File: src/rtl/pipeline_stall_controller.sv
// ---------------------------------------------------------------------------
// pipeline_stall_controller
//
// Central stall/flush sequencer for the six-stage pipeline. It merges the
// per-stage stall requests and the exception flush into one stall vector.
// The vector is always a contiguous run of ones starting at bit 0. The block
// also runs the multi-cycle EX operation FSM (divide and similar), which holds
// EX for a programmed number of cycles. It also keeps a saturating count of
// cycles in which the PC was stalled.
//
// Ports
//   clock                 rising-edge clock
//   reset                 synchronous, active-high reset; all outputs read 0
//                         while it is high
//   if_stall_request      IF wants to stall (instruction fetch wait)
//   id_stall_request      ID wants to stall (load-use hazard)
//   ex_stall_request      external EX stall request
//   mem_stall_request     MEM wants to stall (data memory wait)
//   ex_multicycle_start   instruction in EX needs a multi-cycle operation
//                         (level, held while the instruction sits in EX)
//   ex_multicycle_cycles  length N of that operation (0 is treated as 1)
//   exception_flush       exception taken, flush the whole pipeline
//   exception_address     handler PC
//   stall[5:0]            [0]=PC [1]=IF/ID [2]=ID/EX [3]=EX/MEM [4]=MEM/WB [5]=WB
//   flush                 flush all latches and redirect the PC
//   flush_address         PC to load while flush is high
//   ex_multicycle_busy    FSM is counting down the operation
//   ex_multicycle_done    operation result is valid in EX this cycle
//   stall_cycle_count     saturating count of cycles with stall[0]=1
// ---------------------------------------------------------------------------
module pipeline_stall_controller #(
  parameter int CYCLE_WIDTH = 6,
  parameter int COUNT_WIDTH = 32
) (
  input  logic                   clock,
  input  logic                   reset,
  input  logic                   if_stall_request,
  input  logic                   id_stall_request,
  input  logic                   ex_stall_request,
  input  logic                   mem_stall_request,
  input  logic                   ex_multicycle_start,
  input  logic [CYCLE_WIDTH-1:0] ex_multicycle_cycles,
  input  logic                   exception_flush,
  input  logic [31:0]            exception_address,
  output logic [5:0]             stall,
  output logic                   flush,
  output logic [31:0]            flush_address,
  output logic                   ex_multicycle_busy,
  output logic                   ex_multicycle_done,
  output logic [COUNT_WIDTH-1:0] stall_cycle_count
);

  // Stall patterns, one per requesting stage. The lowest stalled stage gets
  // a bubble inserted behind it by the latch where stall[k]=1, stall[k+1]=0.
  localparam logic [5:0] STALL_NONE = 6'b000000;
  localparam logic [5:0] STALL_IF   = 6'b000011;
  localparam logic [5:0] STALL_ID   = 6'b000111;
  localparam logic [5:0] STALL_EX   = 6'b001111;
  localparam logic [5:0] STALL_MEM  = 6'b011111;

  localparam logic [CYCLE_WIDTH-1:0] CYCLES_ONE  = CYCLE_WIDTH'(1);
  localparam logic [COUNT_WIDTH-1:0] COUNT_ONE   = COUNT_WIDTH'(1);
  localparam logic [COUNT_WIDTH-1:0] COUNT_ALL1  = '1;

  typedef enum logic [1:0] {
    IDLE = 2'd0,
    BUSY = 2'd1,
    DONE = 2'd2
  } state_e;

  state_e                 state_q;
  logic [CYCLE_WIDTH-1:0] cycles_q;
  logic                   busy_q;
  logic                   done_q;
  logic [COUNT_WIDTH-1:0] stall_count_q;
  logic [COUNT_WIDTH-1:0] stall_count_d;

  logic                   ex_internal_req;
  logic                   ex_any_req;
  logic [CYCLE_WIDTH-1:0] load_cycles;
  logic [5:0]             stall_raw;
  logic                   flush_raw;
  logic [31:0]            flush_address_raw;

  // The FSM itself asks for an EX stall on the start cycle and for every
  // BUSY cycle. In DONE the result is ready, so EX is released even if the
  // start level is still high.
  assign ex_internal_req = ((state_q == IDLE) && ex_multicycle_start) ||
                           (state_q == BUSY);
  assign ex_any_req      = ex_stall_request || ex_internal_req;

  // A zero-length operation still needs one BUSY cycle to produce a result.
  assign load_cycles = (ex_multicycle_cycles == '0) ? CYCLES_ONE
                                                    : ex_multicycle_cycles;

  // Priority merge: a flush overrides everything and releases every latch.
  // Among stall requests, the deepest stage wins because it also freezes all
  // the stages above it.
  always_comb begin
    stall_raw         = STALL_NONE;
    flush_raw         = 1'b0;
    flush_address_raw = 32'h0;
    if (exception_flush) begin
      flush_raw         = 1'b1;
      flush_address_raw = exception_address;
    end else if (mem_stall_request) begin
      stall_raw = STALL_MEM;
    end else if (ex_any_req) begin
      stall_raw = STALL_EX;
    end else if (id_stall_request) begin
      stall_raw = STALL_ID;
    end else if (if_stall_request) begin
      stall_raw = STALL_IF;
    end
  end

  // Multi-cycle EX sequencer. busy/done are registered beside the state, so
  // they change only on clock edges. A flush abandons any operation,
  // including a finished result waiting in DONE.
  always_ff @(posedge clock) begin
    if (reset) begin
      state_q  <= IDLE;
      cycles_q <= '0;
      busy_q   <= 1'b0;
      done_q   <= 1'b0;
    end else if (exception_flush) begin
      state_q  <= IDLE;
      cycles_q <= '0;
      busy_q   <= 1'b0;
      done_q   <= 1'b0;
    end else begin
      case (state_q)
        IDLE: begin
          if (ex_multicycle_start) begin
            state_q  <= BUSY;
            cycles_q <= load_cycles;
            busy_q   <= 1'b1;
          end
        end
        BUSY: begin
          cycles_q <= cycles_q - CYCLES_ONE;
          if (cycles_q <= CYCLES_ONE) begin
            state_q <= DONE;
            busy_q  <= 1'b0;
            done_q  <= 1'b1;
          end
        end
        DONE: begin
          // Stay here until the EX/MEM latch accepts the result. Otherwise
          // the result would be lost and the start level would restart the
          // operation.
          if (!stall_raw[3]) begin
            state_q <= IDLE;
            done_q  <= 1'b0;
          end
        end
        default: begin
          state_q  <= IDLE;
          cycles_q <= '0;
          busy_q   <= 1'b0;
          done_q   <= 1'b0;
        end
      endcase
    end
  end

  // Performance counter: one count per PC-stalled cycle. It sticks at
  // all-ones instead of wrapping.
  always_comb begin
    stall_count_d = stall_count_q;
    if (stall_raw[0] && (stall_count_q != COUNT_ALL1)) begin
      stall_count_d = stall_count_q + COUNT_ONE;
    end
  end

  always_ff @(posedge clock) begin
    if (reset) begin
      stall_count_q <= '0;
    end else begin
      stall_count_q <= stall_count_d;
    end
  end

  // Every output is forced low while reset is held. This includes the
  // combinational stall vector, which must not freeze the pipeline before
  // the first reset edge.
  assign stall              = reset ? STALL_NONE : stall_raw;
  assign flush              = reset ? 1'b0       : flush_raw;
  assign flush_address      = reset ? 32'h0      : flush_address_raw;
  assign ex_multicycle_busy = reset ? 1'b0       : busy_q;
  assign ex_multicycle_done = reset ? 1'b0       : done_q;
  assign stall_cycle_count  = reset ? '0         : stall_count_q;

endmodule

File: config.mk
export PLATFORM = sky130hd
export DESIGN_NAME = pipeline_stall_controller
export DESIGN_NICKNAME = d
export VERILOG_FILES = /design/src/rtl/pipeline_stall_controller.sv
export SDC_FILE = /design/constraint.sdc
export NUM_CORES = 1
export LEC_CHECK = 0
export CORE_ASPECT_RATIO = 0.8
export CORE_MARGIN = 2
export CORE_UTILIZATION = 30
export CTS_CLUSTER_DIAMETER = 150
export CTS_CLUSTER_SIZE = 14
export DETAILED_ROUTE_END_ITERATION = 10
export PLACE_DENSITY = 0.72
export SLEW_MARGIN = 40
export SYNTH_ARGS = -nofsm -noshare
export SYNTH_HDL_FRONTEND = slang
export SYNTH_SLANG_ARGS = --single-unit
File: constraint.sdc
create_clock -name clock -period 2.9 [get_ports clock]
set_input_delay 0.725 -clock clock [delete_from_list [all_inputs] [get_ports clock]]
set_output_delay 0.725 -clock clock [all_outputs]
set_load 0.01 [all_outputs]
### Yosys cells after proc, flatten, opt, wreduce, memory -nomap -nowiden

Index checks and enable logic that the tools add are counted.

* add/sub/neg operators: 2
* $mul: 0
* div/mod/pow operators: 0
* order comparisons: 1
* eq/ne operators: 6
* shift-type cells: 0
* multiplexer cells: 26
* bitwise gates (word level): 2
* reductions and logical operators: 11

Operators by type and width (number)
* 32-bit two-way mux: 3
* 32-bit by 1-bit adder with 32-bit output, second input constant: 1
* 32-bit != test, second input constant: 1
* 6-bit two-way mux: 3
* 6-bit case mux with 3 select lines: 1
* 5-bit two-way mux: 2
* 3-bit AND reduction: 3
* 1-bit two-way mux: 8
* 2-bit two-way mux: 4
* 6-bit by 1-bit less-or-equal comparator with 1-bit output, second input constant: 1
* 6-bit zero test: 1
* 1-bit case mux with 3 select lines: 2
* 2-bit case mux with 3 select lines: 1
* 6-bit by 1-bit subtractor with 6-bit output, second input constant: 1
* 4-bit two-way mux: 1
* 2-bit != test, second input constant: 2
* 3-bit two-way mux: 1
* 2-bit by 1-bit equality test with 1-bit output, second input constant: 1
* 2-bit equality test, second input constant: 1
* 1-bit logical AND: 2
* 2-bit zero test: 1
* 1-bit logical OR: 2
* 2-bit by 1-bit != test with 1-bit output, second input constant: 1
* 1-bit NOT: 2
* other kinds (2): 2

* register bits: 42
* bits in latches: 0
* bits in writable memories: 0
* bits in read-only memories: 0
* word-level logic and storage cells: 53
* memories: 0

### Longest topological paths before layout

* depth after elaboration: 9
* gate-level depth with buffers: 7

### Least setup slack after synthesis

No wires, ideal clock.

* path kind: input to output
* start: input reset
* end: output ex_multicycle_done
* arrival time: 1683 ps
* data required time: 2175 ps
* setup slack: 492 ps
* stages on the path: 4
* path buffers: 3
* cell sequence: clkbuf_1 clkbuf_1 buf_1 nor2_1

* cells in the longest elaborated chain, start to end: 1

RTL lines
* start: declaration: line 36 `input logic reset,`
* 1-bit two-way mux: line 191 `assign ex_multicycle_done = reset ? 1'b0 : done_q;`
* end: declaration: line 49 `output logic ex_multicycle_done,`

Every way passes these cells.

### Worst setup path in the final report

* start: input exception_flush
* end: output flush_address[11]

* cells in the longest elaborated chain, start to end: 2

RTL lines
* start: declaration: line 43 `input logic exception_flush,`
* 32-bit two-way mux: line 103 `if (exception_flush) begin`
* 32-bit two-way mux: line 189 `assign flush_address = reset ? 32'h0 : flush_address_raw;`
* end: declaration: line 47 `output logic [31:0] flush_address,`

Every way passes these cells.

==> flow_metrics.tcl <==
set metrics [dict create \
    status "completed" \
    yosysSeqAreaShare_pct 30.9 \
    diodes 0 \
    clkSinkCount 42 \
    insertion_delay_ns 0.28 \
    layout-drive-gt1-share_pct 10.3 \
    yosysTopAreaCellShare_pct 30.9 \
    holdBufCountCts 0 \
    slew_headroom_pct 61.7 \
    clkTransAtPathRegs_ns 0.06 \
    ys_ff_latch 42 \
    post_dp_cell_area_um2 4050 \
    ff2ff_setup_slack_ns 0.51 \
    via_count 2915 \
    ioPinCount 119 \
    cts-buffers-inserted 5 \
    worstPathRequired_ns 2.17 \
    path_cells "clkdlybuf4s50_1 > nor2b_4 > buf_4 > buf_6 > and2_1 > dlygate4sd2_1" \
    place_congestion 0.824 \
    grt_max_degree 67 \
    postLayoutCellArea_um2 4230 \
    grt_antenna_before_repair 0 \
    avgSynthCellArea_um2 7.64 \
    rows 31 \
    ys_top_cells_by_area "dfxtp_1 31%, and2_1 8.0%, nor2b_1 7.6%, nor2_1 5.5%, mux2_2 4.6%" \
    crit_fanout 9 \
    fin_skew_ns 0.00705 \
    cp_data_arrival_time_ns 2.08 \
    hpwl_um 5980 \
    post_drt_via_cell_ratio 4.93 \
    cp_slowest_cell "clkdlybuf4s50_1" \
    tightestPinTransition_ns 0.569 \
    clockBufferDepth 2 \
    start_util_pct 30.5 \
    drtPass1Iterations 4 \
    netlist_area_um2 2720 \
    grt_pass1_wl_um 12900 \
    routedWlPerCell_um 13.4 \
    grt-ovfl-total 0 \
    setup_tns_ns 0 \
    drc 0 \
    cts_root_buf "clkbuf_16" \
    fin_crit_ns 2.81 \
    setup_viol 0 \
    nets 524 \
    drv_slew 0 \
    cp_num_buf_inv 4 \
    irDropWorstVdd_uv 259 \
    synthCells 356 \
    hold_viol 0 \
    p_leak_nw 1.70 \
    yosysTopAreaCell "dfxtp_1" \
    drt_iter0_markers 124 \
    final-instance-count-excl-fill 591 \
    synth-edff-count 0 \
    placed_cells 579 \
    power_density_nw_per_um2 347 \
    slowest_delay_ns 0.50 \
    fp.dieW_um 110 \
    critPathKind "primary input to primary output" \
    drtAntennaViolNets 0 \
    routed_wl_um 7930 \
    htreeDepth 2 \
    synthArstFlopShare_pct 0 \
    grt.total_usage_pct 15.7 \
    hp-class "flop to flop" \
    power_mw 1.47 \
    end_kind "primary output" \
    maxCapViolCount 0 \
    dieHeight_um 89.2 \
    synth-warning-count 0 \
    start_kind "primary input" \
    io_buffers 117 \
    synthFlopType "dfxtp_1" \
    cts_tree "built" \
    syn2layout_area_growth_pct 55.5 \
    rsz0062_at_grt "false" \
    achievable-frequency_mhz 356 \
    cp_top_family "buffers and inverters" \
    coreArea_um2 8920 \
    design.die.area_um2 9850 \
    grt_pass1_vias 2642 \
    syn-num-nets 405 \
    ys_types 48 \
    period_share_pct 96.9 \
]
[through the flow]
step	util (%)	hold WS [ns]	setup slack (ns)
finish	47.4	0.486	0.0907
global route	47.4	0.509	0.0102
CTS	47.3	0.488	0.0271
detailed placement	45.4	0.478	-0.131
global placement	45.4	0.470	-0.0983
floorplan	-	0.448	0.492
[tightest hold or removal path, stage by stage (launching register included)]
cell and delay, ns:
dfxtp_1 0.30, inv_1 0.06, a221oi_1 0.07
[synthesized netlist by cell type, types with 3 or more instances]
| master | instances |
|---|---|
| or4_1 | 11 |
| o31ai_1 | 4 |
| and2_1 | 35 |
| ha_1 | 3 |
| xor2_1 | 6 |
| buf_4 | 3 |
| inv_1 | 9 |
| nor2_1 | 40 |
| dfxtp_1 | 42 |
| nand4_1 | 12 |
| a21oi_1 | 16 |
| nand2_1 | 28 |
| nor3_1 | 13 |
| o21ai_0 | 15 |
| nor4_1 | 6 |
| nand3_1 | 9 |
| clkbuf_1 | 14 |
| nor2b_1 | 33 |
| and4_1 | 3 |
| or3_1 | 8 |
| mux2_2 | 11 |
[placed cells by master (no fill, tap or decap), types with 2 or more instances in the layout]
master,Yosys,final
nand2_1,28,28
mux2_2,11,11
xor2_1,6,6
nor2b_1,33,32
or4_4,2,2
buf_4,3,10
o31ai_1,4,4
nand3_1,9,9
clkdlybuf4s50_1,0,78
nor4_1,6,5
nor3_1,13,13
a21oi_1,16,16
dlymetal6s2s_1,0,2
dfxtp_1,42,42
buf_6,0,3
a31o_2,2,2
o21ai_0,15,15
a211oi_1,2,2
mux2i_1,2,2
and2_1,35,35
or2_2,2,2
clkbuf_16,0,5
and4_1,3,3
nand4_1,12,12
ha_1,3,3
buf_12,0,2
inv_1,9,9
dlygate4sd2_1,0,36
or3_1,8,8
nand2b_1,2,2
nor2_1,40,40
nand3b_1,2,2
or4_1,11,11
[flip-flops by register name, indices dropped and copies added, names as in the netlist]
name,count
stall_count_q,32
cycles_q,6
state_q,2
busy_q,1
done_q,1
[layer usage]
| layer | GRT usage [%] | wire length [um] | part of all wire (%) |
|---|---|---|---|
| met5 | 0 | 0 | 0 |
| met4 | 4.66 | 140 | 1.8 |
| met3 | 3.73 | 456 | 5.7 |
| met2 | 27.6 | 3680 | 46 |
| met1 | 19.7 | 3660 | 46 |
[power by group]
group / internal (mW) / switching [mW]
registers: 0.586 / 0.0109
logic: 0.136 / 0.105
clock network: 0.406 / 0.223
total: 1.13 / 0.339
[kinds of logic after synthesis]
group	Yosys count	synth area share, %
AND/OR/NAND/NOR	211	43.4
AO/OA/AOI/OAI	50	11.9
flip-flops	42	30.9
buffers and inverters	29	4.51
multiplexers	14	5.84
XOR/XNOR	6	1.93
adder cells (fa/ha/maj)	3	1.38
other	1	0.138
[final timing paths]
check / startpoint / end / cells past startpoint
min: done_q / done_q / 2
max: exception_flush / flush_address[11] / 6
min reg2reg: done_q / done_q / 2
max reg2reg: stall_count_q[0] / stall_count_q[27] / 6
[cell type report]
type / count / area, um2
Sequential cell: 42 / 841
Timing Repair Buffer: 132 / 1270
Fill cell: 877 / 4690
Clock inverter: 2 / 37.5
Tap cell: 115 / 144
Inverter: 9 / 33.8
Clock buffer: 6 / 129
Multi-Input combinational cell: 285 / 1770
[timing repair]
action	4_1_cts	5_1_grt
resized for setup	44	2
setup buffers	1	1
setup endpoints to repair	37	2
cloned	2	0
(Power assumes the default switching activity.)
